==> config.mk <==
export PLATFORM = sky130hd
export DESIGN_NAME = mem_port_arbiter
export DESIGN_NICKNAME = d
export VERILOG_FILES = /design/src/rtl/mem_port_arbiter.sv
export SDC_FILE = /design/constraint.sdc
export NUM_CORES = 1
export LEC_CHECK = 0
export CORE_MARGIN = 2
export CORE_UTILIZATION = 34
export CTS_BUF_LIST = sky130_fd_sc_hd__clkbuf_4 sky130_fd_sc_hd__clkbuf_8 sky130_fd_sc_hd__clkbuf_16
export DETAILED_ROUTE_END_ITERATION = 6
export PLACE_DENSITY = 0.9
export SLEW_MARGIN = 10
export SYNTH_ARGS = -nofsm -noshare
export SYNTH_HDL_FRONTEND = slang
export SYNTH_SLANG_ARGS = --single-unit
==> constraint.sdc <==
create_clock -name clk -period 2.2 [get_ports clk]
set_clock_uncertainty 0.15 [all_clocks]
set_input_delay 0.44 -clock clk [delete_from_list [all_inputs] [get_ports clk]]
set_output_delay 0.44 -clock clk [all_outputs]
set_load 0.01 [all_outputs]
==> src/rtl/mem_port_arbiter.sv <==
// Arbitrates the shared RV32I memory port between fetch (I) and memory-stage (D) requesters.
// Optional access timeout is compiled in with `define MEM_ARB_TIMEOUT_EN.
module mem_port_arbiter #(
  parameter int unsigned MAX_STARVE = 3,
  parameter int unsigned TIMEOUT    = 64
) (
  input  logic        clk,
  input  logic        reset,
  input  logic        i_req,
  input  logic [31:0] i_addr,
  output logic        i_done,
  output logic [31:0] i_rdata,
  input  logic        d_req,
  input  logic        d_we,
  input  logic [31:0] d_addr,
  input  logic [31:0] d_wdata,
  input  logic [3:0]  d_be,
  output logic        d_done,
  output logic [31:0] d_rdata,
  output logic        stall_f,
  output logic        stall_m,
  output logic        mem_req,
  output logic        mem_we,
  output logic [31:0] mem_addr,
  output logic [31:0] mem_wdata,
  output logic [3:0]  mem_be,
  input  logic        mem_ready,
  input  logic [31:0] mem_rdata,
  output logic        err,
  output logic [1:0]  dbg_state
);

  typedef enum logic [1:0] {
    IDLE  = 2'd0,
    IBUSY = 2'd1,
    DBUSY = 2'd2
  } state_e;

  localparam logic [3:0] STARVE_MAX = 4'(MAX_STARVE);

  state_e      state_q, state_d;
  logic [3:0]  starve_q, starve_d;
  logic [31:0] addr_q, addr_d;
  logic [31:0] wdata_q, wdata_d;
  logic [3:0]  be_q, be_d;
  logic        we_q, we_d;

  logic busy;
  logic complete;
  logic abort;
  logic finish;
  logic force_i;

`ifdef MEM_ARB_TIMEOUT_EN
  localparam logic [15:0] TO_LAST = 16'(TIMEOUT - 1);
  logic [15:0] to_cnt_q, to_cnt_d;
`endif

  always_comb begin
    busy     = (state_q != IDLE);
    complete = busy && mem_ready;
`ifdef MEM_ARB_TIMEOUT_EN
    // A late mem_ready on the final cycle still wins over the abort.
    abort    = busy && !mem_ready && (to_cnt_q == TO_LAST);
`else
    abort    = 1'b0;
`endif
    finish   = complete || abort;
    force_i  = i_req && (starve_q == STARVE_MAX);

    state_d  = state_q;
    starve_d = starve_q;
    addr_d   = addr_q;
    wdata_d  = wdata_q;
    be_d     = be_q;
    we_d     = we_q;
`ifdef MEM_ARB_TIMEOUT_EN
    to_cnt_d = to_cnt_q;
`endif

    case (state_q)
      IDLE: begin
`ifdef MEM_ARB_TIMEOUT_EN
        to_cnt_d = 16'd0;
`endif
        if (d_req && !force_i) begin
          state_d = DBUSY;
          addr_d  = d_addr;
          wdata_d = d_wdata;
          be_d    = d_be;
          we_d    = d_we;
          // force_i is clear here, so the count is below MAX_STARVE and cannot overflow.
          if (i_req) starve_d = starve_q + 4'd1;
        end else if (i_req) begin
          state_d  = IBUSY;
          addr_d   = i_addr;
          wdata_d  = 32'd0;
          be_d     = 4'hF;
          we_d     = 1'b0;
          starve_d = 4'd0;
        end
      end
      default: begin
        if (finish) state_d = IDLE;
`ifdef MEM_ARB_TIMEOUT_EN
        if (!mem_ready) to_cnt_d = to_cnt_q + 16'd1;
`endif
      end
    endcase
  end

  always_ff @(posedge clk) begin
    if (reset) begin
      state_q  <= IDLE;
      starve_q <= 4'd0;
      addr_q   <= 32'd0;
      wdata_q  <= 32'd0;
      be_q     <= 4'd0;
      we_q     <= 1'b0;
`ifdef MEM_ARB_TIMEOUT_EN
      to_cnt_q <= 16'd0;
`endif
    end else begin
      state_q  <= state_d;
      starve_q <= starve_d;
      addr_q   <= addr_d;
      wdata_q  <= wdata_d;
      be_q     <= be_d;
      we_q     <= we_d;
`ifdef MEM_ARB_TIMEOUT_EN
      to_cnt_q <= to_cnt_d;
`endif
    end
  end

  // Valid/ready contract: a requester holds req and its fields stable until its done
  // pulse; done coincides with mem_ready (or abort) while the arbiter is still busy.
  assign mem_req   = busy;
  assign mem_we    = busy && we_q;
  assign mem_addr  = addr_q;
  assign mem_wdata = wdata_q;
  assign mem_be    = be_q;

  assign i_done  = (state_q == IBUSY) && finish;
  assign d_done  = (state_q == DBUSY) && finish;
  assign i_rdata = ((state_q == IBUSY) && complete) ? mem_rdata : 32'd0;
  assign d_rdata = ((state_q == DBUSY) && complete && !we_q) ? mem_rdata : 32'd0;
  assign err     = abort;

  assign stall_f   = i_req && !i_done;
  assign stall_m   = d_req && !d_done;
  assign dbg_state = state_q;

endmodule

==> results of run 1 <==
## per-stage QoR
stage	util, %	hold slack (ns)	setup WS [ns]	setup TNS, ns	power (mW)
detailed placement	62.5	0.317	-0.541	-33.69	2.72
global route	63.6	0.363	-0.0905	-1.44	3.96
floorplan	-	0.304	0.201	0	2.01
finish	63.6	0.331	0.00816	0	3.79
global placement	62.5	0.309	-0.481	-30.11	2.69
CTS	64.2	0.332	-0.0377	-0.0552	3.81
## flip-flops by register name (all words and copies together) (netlist names)
name       count
dbg_state      2
mem_addr      32
mem_be         4
mem_wdata     32
starve_q       4
we_q           1
## per-layer routing
layer | track usage [%] | wire length [um] | part of all wire (%) | vias up
met1 | 27.7 | 5800 | 36 | 2288
met4 | 10.8 | 413 | 2.6 | 0
met3 | 7.17 | 1430 | 8.9 | 36
met5 | 0 | 0 | 0 | -
li1 | - | - | - | 2279
met2 | 46.5 | 8510 | 53 | 242
## layout make-up
type,count,area [um^2]
fill,950,3930
timing repair buffer,309,2920
multi-input combinational,338,2050
sequential,75,1500
tap,140,175
clock buffer,9,124
clock inverter,7,80.1
inverter,5,18.8
## what timing repair did
action / in CTS / in global routing
gates resized for setup: 206 / 59
setup buffers: 5 / 0
endpoints found under the setup margin: 70 / 64
gates cloned: 3 / 0
hold buffers: 0 / 0
hold endpoints to repair: 0 / 0
pin swaps: 4 / 7
## worst max-delay path, stage by stage (launching register included)
cell and delay, ns:
dfxtp_2 0.34, nand3b_1 0.21, nor2_4 0.13, buf_6 0.13, buf_12 0.12, buf_6 0.09
and2_4 0.12, buf_6 0.09
## layout by cell type (no fill, tap or decap), types with 2 or more instances in the layout
cell	count
nor4_1	4
dfxtp_2	2
clkdlybuf4s50_1	204
nand4_1	33
a21oi_1	72
or3_1	2
clkinv_8	2
inv_6	2
buf_2	27
buf_6	11
nor2_2	2
and2_4	9
nor2_4	3
inv_8	2
nor3_1	4
buf_16	3
clkdlybuf4s15_2	3
dfxtp_1	73
nand3_1	33
a311oi_1	32
o21ai_0	67
and2_1	56
clkbuf_8	9
dlygate4sd2_1	7
buf_12	8
inv_1	4
nand2_1	5
buf_4	19
nor2_1	2
clkbuf_2	27
## worst paths after layout
kind,cells past startpoint,to,slack [ns]
worst max register to register,6,mem_addr[7],0.20
worst max-delay path,7,d_rdata[20],0.008
worst min-delay path,2,starve_q[1],0.33
worst min register to register,2,starve_q[1],0.33
## report_power, final
part / total (mW) / internal, mW / switching (mW)
logic: 1.16 / 0.642 / 0.522
registers: 1.55 / 1.48 / 0.0664
clock network: 1.08 / 0.452 / 0.625
## cells by family (layout without fill, tap and decap cells)
family / count (synthesis) / after routing
flip-flops: 75 / 75
buffers and inverters: 65 / 330
other: 1 / 1
AND/OR/NAND/NOR: 161 / 161
adder cells (fa/ha/maj): 1 / 1
AO/OA/AOI/OAI: 175 / 175
==> impl_metrics.json, run 1 <==
{
  "status": "finished, final reports clean",
  "drt-pass1-iter-count": 5,
  "dp_hpwl_mm": 11.3,
  "track_usage_pct": 25.6,
  "path_class": "flip-flop to primary output",
  "cts_tree": "built",
  "gp_congestion": 0.780,
  "areaGrowthSynthToFinish_pct": 83.2,
  "gr-total-overflow": 0,
  "p_leak_nw": 2.69,
  "routed_via_density": 5.49,
  "dp.cells": 859,
  "final_cells": 883,
  "ctsHtreeMaxLevel": 3,
  "wl_per_cell_um": 18.3,
  "peakVddDrop_mv": 0.403,
  "antenna_found_initial": 0,
  "end_kind": "primary output",
  "startpoint": "dbg_state[0]",
  "antenna_cells": 0,
  "grt_pass1_vias": 4660,
  "yosys.area_share.simple_pct": 25.4,
  "ys_async_sr_fraction_pct": 0,
  "fin_crit_sh_pct": 99.6,
  "routed_wl_mm": 16.2,
  "dieHeight_um": 109,
  "drtIter0Drc": 290,
  "initial_core_util_pct": 34.7,
  "synth-xor-area-share_pct": 0,
  "numCtsBuffers": 9,
  "relSlewSlack_pct": 50.7,
  "clk_path_buf_depth": 2,
  "io_buffers": 277,
  "dieWidth_um": 109,
  "finalSetupViolations": 0,
  "cp.required_ns": 1.61,
  "netlist_instances": 478,
  "synth_common_cells": "dfxtp_1, a21oi_1, o21ai_0",
  "clkSlewWorstSetupHoldPaths_ns": 0.09,
  "synth_compound_area_share_pct": 27.1,
  "dr_total_vias": 4845,
  "cap_violations": 0,
  "max_freq_mhz": 456,
  "grt_max_degree": 72,
  "yosys_most_used_dff": "dfxtp_1",
  "tightest_slew_ns": 0.740,
  "yosysUniqueCellTypes": 33,
  "fin_crit_ns": 2.19,
  "rsz0062_at_grt": "true",
  "synth_edf_count": 0,
  "num_io_pins": 279,
  "syn-cell-area_um2": 3750,
  "min_from": "starve_q[1]",
  "grt_pass1_wl_mm": 23.8,
  "syn_nets": 617,
  "cp_max_fo": 8,
  "cp.arrival_ns": 1.60,
  "hold_viol": 0,
  "ant_nets": 0,
  "rows": 38,
  "coreArea_um2": 10800,
  "cts.sinks": 75,
  "synthAdderAreaFrac_pct": 0.334,
  "rr_startpoint": "dbg_state[0]",
  "ys_top_cells_by_area": "dfxtp_1, and2_1, a21oi_1",
  "avgSynthCellArea_um2": 7.84,
  "ys_seq_area_share_pct": 40.1,
  "die-area_um2": 11900,
  "report.final.slew_viol_count": 0,
  "fin_area_um2": 6870,
  "p_per_area_nw_per_um2": 551,
  "clk_latency_ns": 0.35,
  "synthMuxAreaShare_pct": 0,
  "synth-seq-cells": 75,
  "start_kind": "flip-flop",
  "nNetsFinal": 877,
  "yosysWarnings": 0,
  "yosysTopAreaCell": "dfxtp_1",
  "root_buffer": "clkbuf_8",
  "synth_top_area_share_pct": 40.1,
  "drive_gt1_share_pct": 18.2,
  "hp-class": "flip-flop to flip-flop",
  "drcViolationCount": 0,
  "synth_top_family_by_area": "compound AO/OA/AOI/OAI gates",
  "place_area_um2": 6750,
  "yosysMostFrequentCell": "dfxtp_1"
}
Note: power is estimated with default switching activity, not from simulation.
==> inputs of run 2 (changes only) <==
- ABC_CLOCK_PERIOD_IN_PS: default -> 2200
==> results of run 2 <==
Final layout, timing and power as in run 1 (identical DEF).
==> edit, RTL diff (config.mk and constraints of run 2) <==
Add a define of `MEM_ARB_TIMEOUT_EN`.
--- a/src/rtl/mem_port_arbiter.sv
+++ b/src/rtl/mem_port_arbiter.sv
@@ -1,5 +1,7 @@
 // Arbitrates the shared RV32I memory port between fetch (I) and memory-stage (D) requesters.
 // Optional access timeout is compiled in with `define MEM_ARB_TIMEOUT_EN.
+`define MEM_ARB_TIMEOUT_EN
+
 module mem_port_arbiter #(
   parameter int unsigned MAX_STARVE = 3,
   parameter int unsigned TIMEOUT    = 64
Check against the original RTL: no difference found for any inputs over 10 cycles, from zero or initial values and one cycle with reset high; that may be too few to reach the edited logic, so the function may still have changed.
==> edit against run 2 <==
The flow now finishes with violations (setup timing). Synthesized area grew 18%. Total power up 29%. Highest routed layer unchanged. Core utilization up 0.84 points. Critical path type unchanged. Sequential cell count grew 16. Non-clock buffer count is 37 higher. Register-to-register slack gained 0.02 ns. Sequential share of layout area rose by 0.63 points. Worst setup slack lost 0.13 ns. Routed wire length is 2.0% higher. Design area rose by 18%.
==> edit: results (changes against run 2) <==
yosys:
  synth_cell_types: 44  # was 33
  syn_area_per_cell_sq_um: 8.189  # was 7.842 sq um
  synth-seq-area-share_pct: 41.35  # was 40.05%
  synth_fp_nets: 678  # was 617
clock_network:
  path_clk_slew_ns: 0.07  # was 0.09 ns
  cts_root_buf: "clkbuf_16"  # was clkbuf_8
  clock_latency_ns: 0.33  # was 0.35 ns
grt:
  track_usage_pct: 22.91  # was 25.62%
  grt_pass1_vias: 4940  # was 4660
placement:
  port_buffers: 278  # was 277
  dpl-instance-area_sq_um: 7664  # was 6750 sq um
  dp_hpwl_mm: 11.87  # was 11.32 mm
  gp_congestion: 0.8265  # was 0.7803
route:
  wl_met2_mm: 9.010  # was 8.512 mm
  via_per_inst: 4.816  # was 5.487
  wl_per_cell_microns: 15.96  # was 18.30 microns
  wl_met3_mm: 1.302  # was 1.432 mm
timing:
  setup_viol: 5  # was 0
  worst_slack_ns: -0.1181  # was 0.008162 ns
final_layout:
  drive_above_1_share_pct: 25.00  # was 18.17%
  nFillCells: 1052  # was 950
pwr:
  leakagePower_uw: 0.003403  # was 0.002690 uW
status:
  outcome: "finished, violations left"  # was completed
  violations: "setup timing"
critical_path:
  worst_path_largest_cell_delay_ns: 0.36  # was 0.34 ns
  crit_path_max_fanout: 4  # was 8
  cp.arrival_ns: 1.73  # was 1.60 ns
min_path:
  worstHoldPathType: "input port to flop"  # was flop to flop
## edit: cells by family after synthesis
logic type      share of synthesized area (%)
buf+inv                                 5.339
fa+ha+maj                              0.5679
flops                                   41.35
mux                                    0.2272
simple gates                            32.49
xor+xnor                                2.187
compound gates                          17.84
## edit: routing by layer
metal,up-vias,global-route usage (%)
met5,-,0
met4,0,7.681
met3,28,7.074
met2,214,44.00
met1,2295,23.24
li1,2433,-
## edit: path summary, 6_finish.rpt
path / endpoint / depth (start not counted) / from / slack (ns)
max: stall_m / 6 / to_cnt_q[1]$_SDFFE_PP0N_ / -0.12
min: dbg_state[0]$_SDFFE_PP0P_ / 2 / reset / 0.25
max reg2reg: mem_addr[27]$_SDFFE_PP0P_ / 8 / dbg_state[0]$_SDFFE_PP0P_ / 0.22
min reg2reg: mem_wdata[18]$_SDFFE_PP0P_ / 2 / mem_wdata[18]$_SDFFE_PP0P_ / 0.30
## edit: report_power, final
group          internal, uW  leakage [uW]  switching, uW
logic                   754       0.00250            587
clock network          1030      0.000155            652
registers              1780      0.000750           71.8
total                  3560       0.00340           1310
## edit: repair_timing
| item | CTS | global route |
|---|---|---|
| cloned | 3 | 2 |
| resized for setup | 279 | 49 |
| buffers inserted | 9 | 4 |
| pin swaps | 9 | 9 |
| setup endpoints to repair | 71 | 60 |
| hold buffers | 0 | 0 |
## edit: per-stage QoR
| step | setup slack [ns] | utilization [%] |
|---|---|---|
| finish | -0.1181 | 64.48 |
| CTS | -0.07969 | 63.28 |
| global placement | -0.6724 | 60.73 |
| detailed placement | -0.6645 | 60.73 |
| floorplan | 0.2199 | - |
| global route | -0.1746 | 64.48 |
## edit: final cells by class
cell class,count,area (sq um),area share (%)
timing repair buffer,346,3277,40.27
inverter,3,15.01,0.1845
clock inverter,5,85.08,1.046
sequential,91,1833,22.53
clock buffer,10,239.0,2.937
tap,172,215.2,2.645
multi-input combinational,405,2472,30.39
